$ cat config.mk
export PLATFORM = sky130hd
export DESIGN_NAME = mem_port_arbiter
export DESIGN_NICKNAME = d
export VERILOG_FILES = /design/src/rtl/mem_port_arbiter_pkg.sv /design/src/rtl/mem_port_arbiter_sat_counter.sv /design/src/rtl/mem_port_arbiter.sv
export SDC_FILE = /design/constraint.sdc
export NUM_CORES = 1
export LEC_CHECK = 0
export ABC_CLOCK_PERIOD_IN_PS = 11500
export CELL_PAD_IN_SITES_DETAIL_PLACEMENT = 1
export CELL_PAD_IN_SITES_GLOBAL_PLACEMENT = 1
export CORE_AREA = 2 2 127 129
export DETAILED_ROUTE_END_ITERATION = 8
export DIE_AREA = 0 0 129 131
export PLACE_DENSITY = 0.94
export SLEW_MARGIN = 30
export SYNTH_ARGS = -nofsm -noshare
export SYNTH_HDL_FRONTEND = slang
export SYNTH_SLANG_ARGS = --single-unit
$ cat constraint.sdc
create_clock -name clk -period 11.5 [get_ports clk]
set_input_delay 3.45 -clock clk [delete_from_list [all_inputs] [get_ports clk]]
set_output_delay 3.45 -clock clk [all_outputs]
set_load 0.1 [all_outputs]
$ cat src/rtl/mem_port_arbiter_pkg.sv
// Shared definitions for the unified memory port arbiter.
//   owner_e          : which requester owns the response slot of the next cycle
//   ADDR_W_DEFAULT   : default word-address width of the shared memory
//   MEM_WORDS        : depth of the shared memory
package mem_port_arbiter_pkg;

  localparam int unsigned ADDR_W_DEFAULT = 6;
  localparam int unsigned MEM_WORDS      = 64;

  typedef enum logic [1:0] {
    OwnNone = 2'd0,
    OwnIf   = 2'd1,
    OwnD    = 2'd2
  } owner_e;

endpackage

$ cat src/rtl/mem_port_arbiter_sat_counter.sv
// Saturating up-counter with synchronous clear.
//   clk, rst : clock and asynchronous active-high reset
//   inc      : count up by one unless already at Limit
//   clr      : return to zero (wins over inc)
//   count    : current value
module sat_counter #(
  parameter int unsigned     Width = 4,
  parameter logic [Width-1:0] Limit = '1
) (
  input  logic             clk,
  input  logic             rst,
  input  logic             inc,
  input  logic             clr,
  output logic [Width-1:0] count
);

  logic [Width-1:0] count_q, count_d;

  always_comb begin
    count_d = count_q;
    if (clr) begin
      count_d = '0;
    end else if (inc && (count_q != Limit)) begin
      count_d = count_q + 1'b1;
    end
  end

  always_ff @(posedge clk or posedge rst) begin
    if (rst) begin
      count_q <= '0;
    end else begin
      count_q <= count_d;
    end
  end

  assign count = count_q;

endmodule

$ cat src/rtl/mem_port_arbiter.sv
// Arbiter sharing one synchronous-read memory between instruction fetch and
// the load/store unit. One access is granted per cycle; the response appears
// the following cycle. Data normally wins; after MAX_STARVE consecutive denied
// fetch cycles fetch wins the next contention.
//   if_*        : fetch request (req/addr), grant, response (ready/rdata), stall_if
//   d_*         : data request (req/we/be/addr/wdata), grant, response (ready/rdata)
//   mem_*       : memory strobe, write enable, byte enables, word address, data
//   conflict_cnt: saturating count of cycles where both sides requested
module mem_port_arbiter
  import mem_port_arbiter_pkg::*;
#(
  parameter int unsigned ADDR_W     = ADDR_W_DEFAULT,
  parameter int unsigned MAX_STARVE = 4,
  parameter int unsigned CNT_W      = 16
) (
  input  logic              clk,
  input  logic              rst,
  input  logic              if_req,
  input  logic [31:0]       if_addr,
  output logic              if_gnt,
  output logic              if_ready,
  output logic [31:0]       if_rdata,
  output logic              stall_if,
  input  logic              d_req,
  input  logic              d_we,
  input  logic [3:0]        d_be,
  input  logic [31:0]       d_addr,
  input  logic [31:0]       d_wdata,
  output logic              d_gnt,
  output logic              d_ready,
  output logic [31:0]       d_rdata,
  output logic              mem_en,
  output logic              mem_we,
  output logic [3:0]        mem_be,
  output logic [ADDR_W-1:0] mem_addr,
  output logic [31:0]       mem_wdata,
  input  logic [31:0]       mem_rdata,
  output logic [CNT_W-1:0]  conflict_cnt
);

  localparam int unsigned StarveW = $clog2(MAX_STARVE + 1);

  logic [StarveW-1:0] starve_cnt;
  logic               starve_full;
  owner_e             owner_q, owner_d;
  logic               load_q, load_d;
  logic [31:0]        if_rdata_q, d_rdata_q;

  // Low byte-offset and high address bits never reach the memory.
  logic unused_addr_bits;
  assign unused_addr_bits = ^{if_addr[31:ADDR_W+2], if_addr[1:0],
                              d_addr[31:ADDR_W+2], d_addr[1:0]};

  assign starve_full = (starve_cnt == StarveW'(MAX_STARVE));

  // Grant; both grants are forced low while in reset.
  always_comb begin
    if_gnt = 1'b0;
    d_gnt  = 1'b0;
    if (!rst) begin
      if (d_req && !(if_req && starve_full)) begin
        d_gnt = 1'b1;
      end else if (if_req) begin
        if_gnt = 1'b1;
      end
    end
  end

  assign stall_if = if_req & ~if_gnt;

  // Memory issue
  always_comb begin
    mem_en    = if_gnt | d_gnt;
    mem_we    = d_gnt & d_we;
    mem_be    = d_gnt ? d_be : 4'b0000;
    mem_wdata = rst ? 32'd0 : d_wdata;
    mem_addr  = '0;
    if (d_gnt) begin
      mem_addr = d_addr[ADDR_W+1:2];
    end else if (if_gnt) begin
      mem_addr = if_addr[ADDR_W+1:2];
    end
  end

  // Owner FSM: next owner is purely the winner of this cycle.
  always_comb begin
    owner_d = OwnNone;
    load_d  = 1'b0;
    if (if_gnt) begin
      owner_d = OwnIf;
    end else if (d_gnt) begin
      owner_d = OwnD;
      load_d  = ~d_we;
    end
  end

  always_ff @(posedge clk or posedge rst) begin
    if (rst) begin
      owner_q <= OwnNone;
      load_q  <= 1'b0;
    end else begin
      owner_q <= owner_d;
      load_q  <= load_d;
    end
  end

  // Responses: pass memory data through in the ready cycle, hold otherwise.
  assign if_ready = (owner_q == OwnIf);
  assign d_ready  = (owner_q == OwnD);
  assign if_rdata = if_ready ? mem_rdata : if_rdata_q;
  assign d_rdata  = d_ready ? (load_q ? mem_rdata : 32'd0) : d_rdata_q;

  always_ff @(posedge clk or posedge rst) begin
    if (rst) begin
      if_rdata_q <= 32'd0;
      d_rdata_q  <= 32'd0;
    end else begin
      if (if_ready) if_rdata_q <= if_rdata;
      if (d_ready)  d_rdata_q  <= d_rdata;
    end
  end

  sat_counter #(
    .Width (StarveW),
    .Limit (StarveW'(MAX_STARVE))
  ) u_starve_cnt (
    .clk   (clk),
    .rst   (rst),
    .inc   (if_req & ~if_gnt),
    .clr   (if_gnt | ~if_req),
    .count (starve_cnt)
  );

  sat_counter #(
    .Width (CNT_W),
    .Limit ({CNT_W{1'b1}})
  ) u_conflict_cnt (
    .clk   (clk),
    .rst   (rst),
    .inc   (if_req & d_req),
    .clr   (1'b0),
    .count (conflict_cnt)
  );

endmodule

After elaboration in Yosys (flattened, before gate mapping)
Index checks and enable logic that the tools add are counted.
{"block": "word_totals", "register_bits": 86, "input_bits": 137, "output_inout_bits": 129, "elab_cells": 45}
{"block": "op_classes", "n_addsub": 2, "eq_ne": 5, "n_mux": 18, "bitwise": 8, "n_reduce_logical": 6}
{"op": "32-bit two-way mux", "n": 4}
{"op": "16-bit by 1-bit adder with 16-bit output, second input constant", "n": 1}
{"op": "16-bit inequality test, second input constant", "n": 1}
{"op": "6-bit two-way mux", "n": 2}
{"op": "1-bit two-way mux", "n": 7}
{"op": "3-bit two-way mux", "n": 2}
{"op": "1-bit logical AND", "n": 4}
{"op": "2-bit two-way mux", "n": 2}
{"op": "4-bit two-way mux", "n": 1}
{"op": "3-bit by 1-bit adder with 3-bit output, second input constant", "n": 1}
{"op": "1-bit bitwise AND", "n": 3}
{"op": "3-bit equality test, second input constant", "n": 1}
{"op": "3-bit inequality test, second input constant", "n": 1}
{"op": "1-bit NOT", "n": 3}
{"op": "2-bit by 1-bit equality test with 1-bit output, second input constant", "n": 1}
{"op": "2-bit equality test, second input constant", "n": 1}
{"op": "1-bit bitwise OR", "n": 2}
{"op": "2-bit nonzero test", "n": 1}
{"op": "1-bit logical NOT", "n": 1}

Longest topological paths before layout
Gate-level depths: netlist of the first run.
{"block": "logic_depth", "word_depth": 11, "mapped_depth": 6, "ltp_nobuf": 6}

By module
Synthesis of the first run repeated with hierarchy kept, for this count alone.
{"block": "unflattened", "cells_unflattened": 464, "hier_area_um2": 4604.4}
{"module": "mem_port_arbiter", "instances": 1, "cells_each": 345, "area_each_um2": 3474.6, "seq_area_each_um2": 1676.6}
{"module": "sat_counter (u_conflict_cnt)", "instances": 1, "cells_each": 101, "area_each_um2": 932.1, "seq_area_each_um2": 400.4}
{"module": "sat_counter (u_starve_cnt)", "instances": 1, "cells_each": 18, "area_each_um2": 197.7, "seq_area_each_um2": 75.1}

Least setup slack after synthesis of the first run
Ideal clock, no wire load.
{"block": "synth_timing", "kind": "in2out", "from": "in rst", "to": "out mem_addr[2]", "arrival_time_ps": 7588, "required_time_ps": 8050, "setup_slack_ps": 462, "cell_stages": 4, "n_path_buf": 1, "path_cell_list": "inv_1 and3_1 clkbuf_1 a22o_1"}
{"block": "synth_via", "elab_cells_between_ends": 4, "cone_classes": "mux (4)"}
{"element": "from (decl)", "line": "mem_port_arbiter.sv:17", "text": "input logic rst,"}
{"element": "1-bit two-way mux", "line": "mem_port_arbiter.sv:60", "text": "if (!rst) begin"}
{"element": "net d_gnt", "line": "mem_port_arbiter.sv:29", "text": "output logic d_gnt,"}
{"element": "6-bit two-way mux", "line": "mem_port_arbiter.sv:78", "text": "if (d_gnt) begin"}
{"element": "to (decl)", "line": "mem_port_arbiter.sv:35", "text": "output logic [ADDR_W-1:0] mem_addr,"}
The timed path passes the listed nets, and every way through them passes these cells.

Final worst setup path of the first run
{"block": "layout_timing", "from": "in if_req", "to": "out if_gnt"}
{"block": "layout_via", "elab_chain_len": 5, "elab_cells_between_ends": 6, "cone_classes": "mux (3); reduce/logical (3)"}
{"element": "from (decl)", "line": "mem_port_arbiter.sv:18", "text": "input logic if_req,"}
{"element": "1-bit logical AND", "line": "mem_port_arbiter.sv:61", "text": "if (d_req && !(if_req && starve_full)) begin"}
{"element": "1-bit logical NOT", "line": "mem_port_arbiter.sv:61"}
{"element": "1-bit logical AND", "line": "mem_port_arbiter.sv:61"}
{"element": "1-bit two-way mux (*)", "line": "mem_port_arbiter.sv:61"}
{"element": "1-bit two-way mux (*)", "line": "mem_port_arbiter.sv:60"}
{"element": "to (decl)", "line": "mem_port_arbiter.sv:20", "text": "output logic if_gnt,"}
Mark *: on every way between the ends. The rest lies on a longest branch, timed or not.

==> flow_summary.toml, run 1 <==
[clock_tree]
cts_buffers = 9
cts_hold_repair.buffers = 0
cts.clk_slew.worst_paths_ns = 0.06
ctsResizeCount = 0
clockBufferDepth = 2
clk_latency_ns = 0.34
clock-sinks = 86
cts_tree = "done"
cts_root_buffer = "clkbuf_16"
htreeDepth = 3
cts_setup_buffers = 0

[pwr]
p_leak_nw = 2.891
p_int_mw = 0.6846
pwr-share-comb = 0.492
power_density_mw_per_mm2 = 188.4
total_power_mw = 1.319
p_seq_frac = 0.290
p_sw_mw = 0.6344
swShare = 0.4810
clockPowerShare = 0.217
vdd_ir_drop_max_v = 0.0001580

[timing]
holdWs_ns = 0.4737
relSlewSlack = 0.3007
setup_violations = 0
final-max-slew-violation-count = 0
fmax_ghz = 0.1040
hold_violations = 0
skew_ns = 0.006711
layout_setup_ws_ns = 1.888
fin_tns_setup_ns = 0
fin_crit_sh = 0.8358
min_period_ns = 9.612
rsz0062_at_grt = "false"
worst_pin_slew_ns = 1.046

[die]
dieArea_mm2 = 0.01690
die_h_um = 131
row_count = 46
die_w_um = 129
fp.coreArea_mm2 = 0.01560
initial_utilization = 0.2840
io_pins = 266

[cells_and_area]
final_layout_size_suffix_gt1_frac = 0.1630
instances_no_fill = 860
layout.nets = 779
final_cell_area_mm2 = 0.007002
areaGrowthSynthToFinish_pct = 58.08
final_cell_mix = "198 x clkdlybuf4s50_1, 86 x dfrtp_1, 74 x nand2_1, 66 x o21ai_0, 65 x mux2_2"
fillers = 1743
final_common_cell = "clkdlybuf4s50_1"
utilization = 0.4489
num_antenna_cells = 0

[placed_design]
dpl_cell_area_mm2 = 0.006728
place_inst = 844
gp_routability_congestion = 0.7929
pre_cts_slack_ns = 1.842
portBuffers = 213
hpwlAfterDp_mm = 10.03

[detailed_routing]
drc = 0
wl_per_cell_um = 15.74
drt_wl_total_mm = 13.54
highest_layer = "met4"
vias_per_cell = 4.709
drtIter0Drc = 124
ant_nets = 0
route.vias.total = 4050
dr_wl_met3_mm = 1.169
wl_met2_mm = 6.734
drtPass1Iterations = 4
met1_length_mm = 5.463

[synth]
yosys.area_share.simple = 0.1831
yosysSeqAreaShare = 0.4859
netlist_instances = 438
synth_area_mm2 = 0.004429
ys_types = 34
synth_area_leader_cell = "dfrtp_1"
muxShareOfSynthArea = 0.1686
synth_xor_area_frac = 0.02571
synthTopCellsByArea = "dfrtp_1 49%, mux2_2 17%, o21ai_0 7.5%"
synthAdderAreaFrac = 0.008475
synth_top_family_by_area = "simple AND/OR/NAND/NOR gates"
yosysWarningCount = 0
synth_compound_area_frac = 0.09746
syn-num-nets = 578
synth_seq_cells = 86
synth.top_cell.area_share = 0.4859
syn_area_per_cell_um2 = 10.11

[setup_path]
cp-end-kind = "output pin"
cp_num_buf_inv = 2
criticalPathCategory = "in2out"
cp.arrival_ns = 6.16
rrSetupSlack_ns = 9.55
required_ns = 8.05
cp-start-kind = "input pin"
critPathMaxStageDelay_ns = 1.27
worst_path_dominant_cell_family = "buffers and inverters"
slowest_stage = "clkdlybuf4s50_1"
crit_chain = "clkdlybuf4s50_1 > nand2b_1 > a21oi_1 > clkdlybuf4s50_1"
reg2reg_from = "owner_q[1]$_DFF_PP0_"
reg2reg_depth = 3
path_max_fanout = 10
r2r_end = "if_rdata_q[2]$_DFFE_PP0P_"
cpMostUsedCell = "clkdlybuf4s50_1"
path_depth = 4

[status]
status = "completed"

[global_route]
grt_pass1_wl_mm = 21.30
grt-ovfl-total = 0
antenna_found_initial = 0
grt_pass1_vias = 4220
globalRouteTotalUtil = 0.1643
grt_max_degree = 98

[hold_path]
holdPathEnd = "d_rdata_q[17]$_DFFE_PP0P_"
min_path_type = "reg2reg"
min-delay-start = "d_rdata_q[17]$_DFFE_PP0P_"
min_path_cells = 2

[job]
cap_violations = 0
==> layer usage <==
layer | up-vias | GRT usage
met3 | 12 | 0.06026
met1 | 1971 | 0.1832
met5 | - | 0
li1 | 1914 | -
met2 | 153 | 0.2938
met4 | 0 | 0.04987
==> worst reg2reg max path, delay by kind of cell (launching register included) <==
family	cells	cell delay [ns]
buffers and inverters	1	0.58
flip-flops	1	0.35
multiplexers	1	0.41
AND/OR/NAND/NOR	1	0.49
==> registers in the layout, indices dropped and copies added (netlist names) <==
| register | flops |
|---|---|
| load_q | 1 |
| u_conflict_cnt.count | 16 |
| d_rdata_q | 32 |
| u_starve_cnt.count | 3 |
| if_rdata_q | 32 |
| owner_q | 2 |
==> cell type report <==
cell class | instances | area (um^2) | area share
multi-input combinational | 318 | 2146 | 0.3065
sequential | 86 | 2152 | 0.3074
inverter | 6 | 25.02 | 0.003574
clock buffer | 13 | 240.2 | 0.03431
tap | 216 | 270.3 | 0.03860
clock inverter | 3 | 43.79 | 0.006254
timing repair buffer | 218 | 2125 | 0.3034
==> synthesized netlist by cell type <==
cell,instances
dfrtp_1,86
nand2_1,74
o21ai_0,66
mux2_2,65
nor2b_1,34
clkbuf_1,20
xor2_1,10
and2_1,7
buf_2,7
a22o_1,6
inv_1,6
nand3_1,6
nand4_1,6
and3_1,5
nand2b_1,4
nor2_1,4
nor3_1,4
nor4_1,4
a21oi_1,3
and4_1,3
ha_1,3
xnor2_1,3
a21boi_0,1
buf_1,1
mux2_4,1
nand3b_1,1
nand4_2,1
nor2_2,1
nor4_2,1
nor4_4,1
o2111ai_1,1
o211a_1,1
o211ai_1,1
or3_1,1
==> power groups by stage <==
| stage | logic, mW | registers [mW] | clock network [mW] |
|---|---|---|---|
| global route | 0.673 | 0.389 | 0.310 |
| floorplan | 0.412 | 0.465 | 0 |
| finish | 0.649 | 0.383 | 0.287 |
| global placement | 0.646 | 0.384 | 0 |
| detailed placement | 0.654 | 0.388 | 0 |
| CTS | 0.656 | 0.383 | 0.295 |
==> how the worst max path moves through the flow <==
stage | slack, ns | end | from
3_5_place_dp | 1.84 | if_gnt | if_req
6_report | 1.89 | if_gnt | if_req
3_3_place_gp | 1.91 | if_gnt | if_req
2_1_floorplan | 0.46 | mem_addr[2] | rst
4_1_cts | 1.84 | if_gnt | if_req
5_1_grt | 1.77 | if_gnt | if_req
==> logic make-up (layout without fill, tap and decap cells) <==
| group | Yosys count | count (layout) |
|---|---|---|
| AO/OA/AOI/OAI | 79 | 79 |
| buffers and inverters | 34 | 240 |
| multiplexers | 66 | 66 |
| AND/OR/NAND/NOR | 157 | 157 |
| adder cells (fa/ha/maj) | 3 | 3 |
| flip-flops | 86 | 86 |
| XOR/XNOR | 13 | 13 |
No activity file was read; power rests on OpenSTA's default activity.
==> run 2: changes to the inputs <==
--- a/config.mk
+++ b/config.mk
@@ -5,13 +5,13 @@
 export SDC_FILE = /design/constraint.sdc
 export NUM_CORES = 1
 export LEC_CHECK = 0
-export ABC_CLOCK_PERIOD_IN_PS = 11500
+export ABC_CLOCK_PERIOD_IN_PS = 8200
 export CELL_PAD_IN_SITES_DETAIL_PLACEMENT = 1
 export CELL_PAD_IN_SITES_GLOBAL_PLACEMENT = 1
-export CORE_AREA = 2 2 127 129
+export CORE_AREA = 2 2 139 141
 export DETAILED_ROUTE_END_ITERATION = 8
-export DIE_AREA = 0 0 129 131
-export PLACE_DENSITY = 0.94
+export DIE_AREA = 0 0 141 143
+export PLACE_DENSITY = 0.85
 export SLEW_MARGIN = 30
 export SYNTH_ARGS = -nofsm -noshare
 export SYNTH_HDL_FRONTEND = slang
==> constraint.sdc (replaced) <==
create_clock -name clk -period 8.2 [get_ports clk]
set_input_delay 2.46 -clock clk [delete_from_list [all_inputs] [get_ports clk]]
set_output_delay 2.46 -clock clk [all_outputs]
set_load 0.1 [all_outputs]
==> run 2 against run 1 <==
Compared with the run above:
- sequential power rose by 40%
- first-iteration DRC count fell by 47%
- sequential cell count did not move
- final cell count rose by 2.0%
- clock power rose by 31%
- non-clock buffer count did not move
- design area rose by 1.4%
- core utilization fell by 6.7 points
- register-to-register slack got worse by 3.2 ns
- via count fell by 1.5%
==> flow_summary.toml, run 2 (synthesis results as in run 1) <==
[setup_path]
criticalPathCategory = "in2out"
worst_path_dominant_cell_family = "buffers and inverters"
cp.arrival_ns = 4.66
cp-end-kind = "output pin"
slowest_stage = "clkdlybuf4s50_1"
cp-start-kind = "input pin"
required_ns = 5.74
critPathMaxStageDelay_ns = 0.69
cp_num_buf_inv = 3
path_max_fanout = 16
crit_chain = "clkdlybuf4s50_1 > clkinvlp_4 > and3_1 > a22o_1 > buf_12"

[detailed_routing]
drtIter0Drc = 66
vias_per_cell = 4.547
drt_wl_total_mm = 13.14
route.vias.total = 3988
ant_nets = 0
drtPass1Iterations = 4
drc = 0
wl_per_cell_um = 14.99

[clock_tree]
cts.clk_slew.worst_paths_ns = 0.06
clk_latency_ns = 0.34
cts_buffers = 9
clock-sinks = 86
cts_root_buffer = "clkbuf_16"
cts_tree = "done"
clockBufferDepth = 2
cts_hold_repair.buffers = 0
ctsResizeCount = 0
cts_setup_buffers = 0
htreeDepth = 3

[status]
status = "completed"

[global_route]
grt-ovfl-total = 0
globalRouteTotalUtil = 0.1334
grt_pass1_wl_mm = 21.23
grt_pass1_vias = 4134
grt_max_degree = 74
antenna_found_initial = 0

[pwr]
clockPowerShare = 0.205
swShare = 0.4850
p_leak_nw = 2.997
p_seq_frac = 0.293
pwr-share-comb = 0.502
p_sw_mw = 0.8871
power_density_mw_per_mm2 = 257.5
vdd_ir_drop_max_v = 0.0002774
p_int_mw = 0.9419

[timing]
hold_violations = 0
skew_ns = 0.006313
worst_pin_slew_ns = 1.010
fmax_ghz = 0.1404
setup_violations = 0
fin_tns_setup_ns = 0
final-max-slew-violation-count = 0
relSlewSlack = 0.3245
rsz0062_at_grt = "false"
fin_crit_sh = 0.8688
min_period_ns = 7.124

[cells_and_area]
final_cell_mix = "160 x clkdlybuf4s50_1, 86 x dfrtp_1, 74 x nand2_1, 66 x o21ai_0, 65 x mux2_2"
num_antenna_cells = 0
final_layout_size_suffix_gt1_frac = 0.2255
instances_no_fill = 877
final_common_cell = "clkdlybuf4s50_1"
fillers = 2088
layout.nets = 779
areaGrowthSynthToFinish_pct = 60.34
final_cell_area_mm2 = 0.007102

[die]
fp.coreArea_mm2 = 0.01858
dieArea_mm2 = 0.02016
io_pins = 266
row_count = 50
die_h_um = 143
initial_utilization = 0.2384
die_w_um = 141

[placed_design]
hpwlAfterDp_mm = 9.753
portBuffers = 213
dpl_cell_area_mm2 = 0.006850
gp_routability_congestion = 0.7347
place_inst = 862

[job]
cap_violations = 0

[hold_path]
min_path_type = "reg2reg"
## run 2: cell count changes in the layout (fill, tap and decap cells not counted), moves of 2 or more
| cell | change |
|---|---|
| nand2b_4 | +2 |
| buf_12 | +14 |
| nand2b_2 | -2 |
| clkinv_2 | +2 |
| clkdlybuf4s50_1 | -38 |
| clkbuf_1 | -3 |
| buf_4 | +23 |
## run 2: worst min-delay path, delay by kind of cell (launching register included)
kind / cells / cell delay (ns)
DFF: 1 / 0.32
and+or+nand+nor: 1 / 0.05
AOI/OAI and AO/OA: 1 / 0.06
## run 2: path summary, 6_finish.rpt
check	from	to	slack, ns	depth (start not counted)
max in group asynchronous	rst	if_rdata_q[3]$_DFFE_PP0P_	4.54	3
min in group asynchronous	rst	u_conflict_cnt.count[3]$_DFFE_PP0P_	2.69	2
worst max-delay path	rst	mem_addr[1]	1.08	5
worst min register to register	d_rdata_q[17]$_DFFE_PP0P_	d_rdata_q[17]$_DFFE_PP0P_	0.47	2
worst min-delay path	d_rdata_q[17]$_DFFE_PP0P_	d_rdata_q[17]$_DFFE_PP0P_	0.47	2
worst max register to register	u_conflict_cnt.count[0]$_DFFE_PP0P_	u_conflict_cnt.count[1]$_DFFE_PP0P_	6.38	5
## run 2: layout make-up
cell class,count,area [um^2],area share
Clock inverter,4,23.77,0.003347
Tap cell,234,292.8,0.04123
Inverter,6,26.28,0.003700
Clock buffer,11,242.7,0.03418
Sequential cell,86,2152,0.3030
Timing Repair Buffer,218,2208,0.3110
Multi-Input combinational cell,318,2156,0.3036
## run 2: layer usage
metal | routed length (um) | vias up | GRT usage | part of all wire
met5 | 0 | - | 0 | 0
met4 | 123 | 0 | 0.03474 | 0.0094
met3 | 989 | 10 | 0.04829 | 0.075
met2 | 6540 | 152 | 0.2339 | 0.50
met1 | 5490 | 1907 | 0.1551 | 0.42
li1 | - | 1919 | - | -
## run 2: power groups by stage
| stage | clock, mW | combinational (mW) | sequential (mW) |
|---|---|---|---|
| floorplan | 0 | 0.578 | 0.652 |
| global placement | 0 | 0.916 | 0.538 |
| detailed placement | 0 | 0.925 | 0.542 |
| CTS | 0.393 | 0.927 | 0.536 |
| global route | 0.413 | 0.952 | 0.545 |
| finish | 0.375 | 0.918 | 0.537 |
## run 2: metrics by stage
step | util | hold slack, ns | setup WS (ns) | total power [mW]
floorplan | - | 0.4387 | 0.1176 | 1.230
global placement | 0.3682 | 0.4510 | 1.056 | 1.454
detailed placement | 0.3687 | 0.4584 | 1.031 | 1.467
CTS | 0.3830 | 0.4719 | 1.012 | 1.856
global route | 0.3822 | 0.4906 | 0.9432 | 1.910
finish | 0.3822 | 0.4659 | 1.076 | 1.829
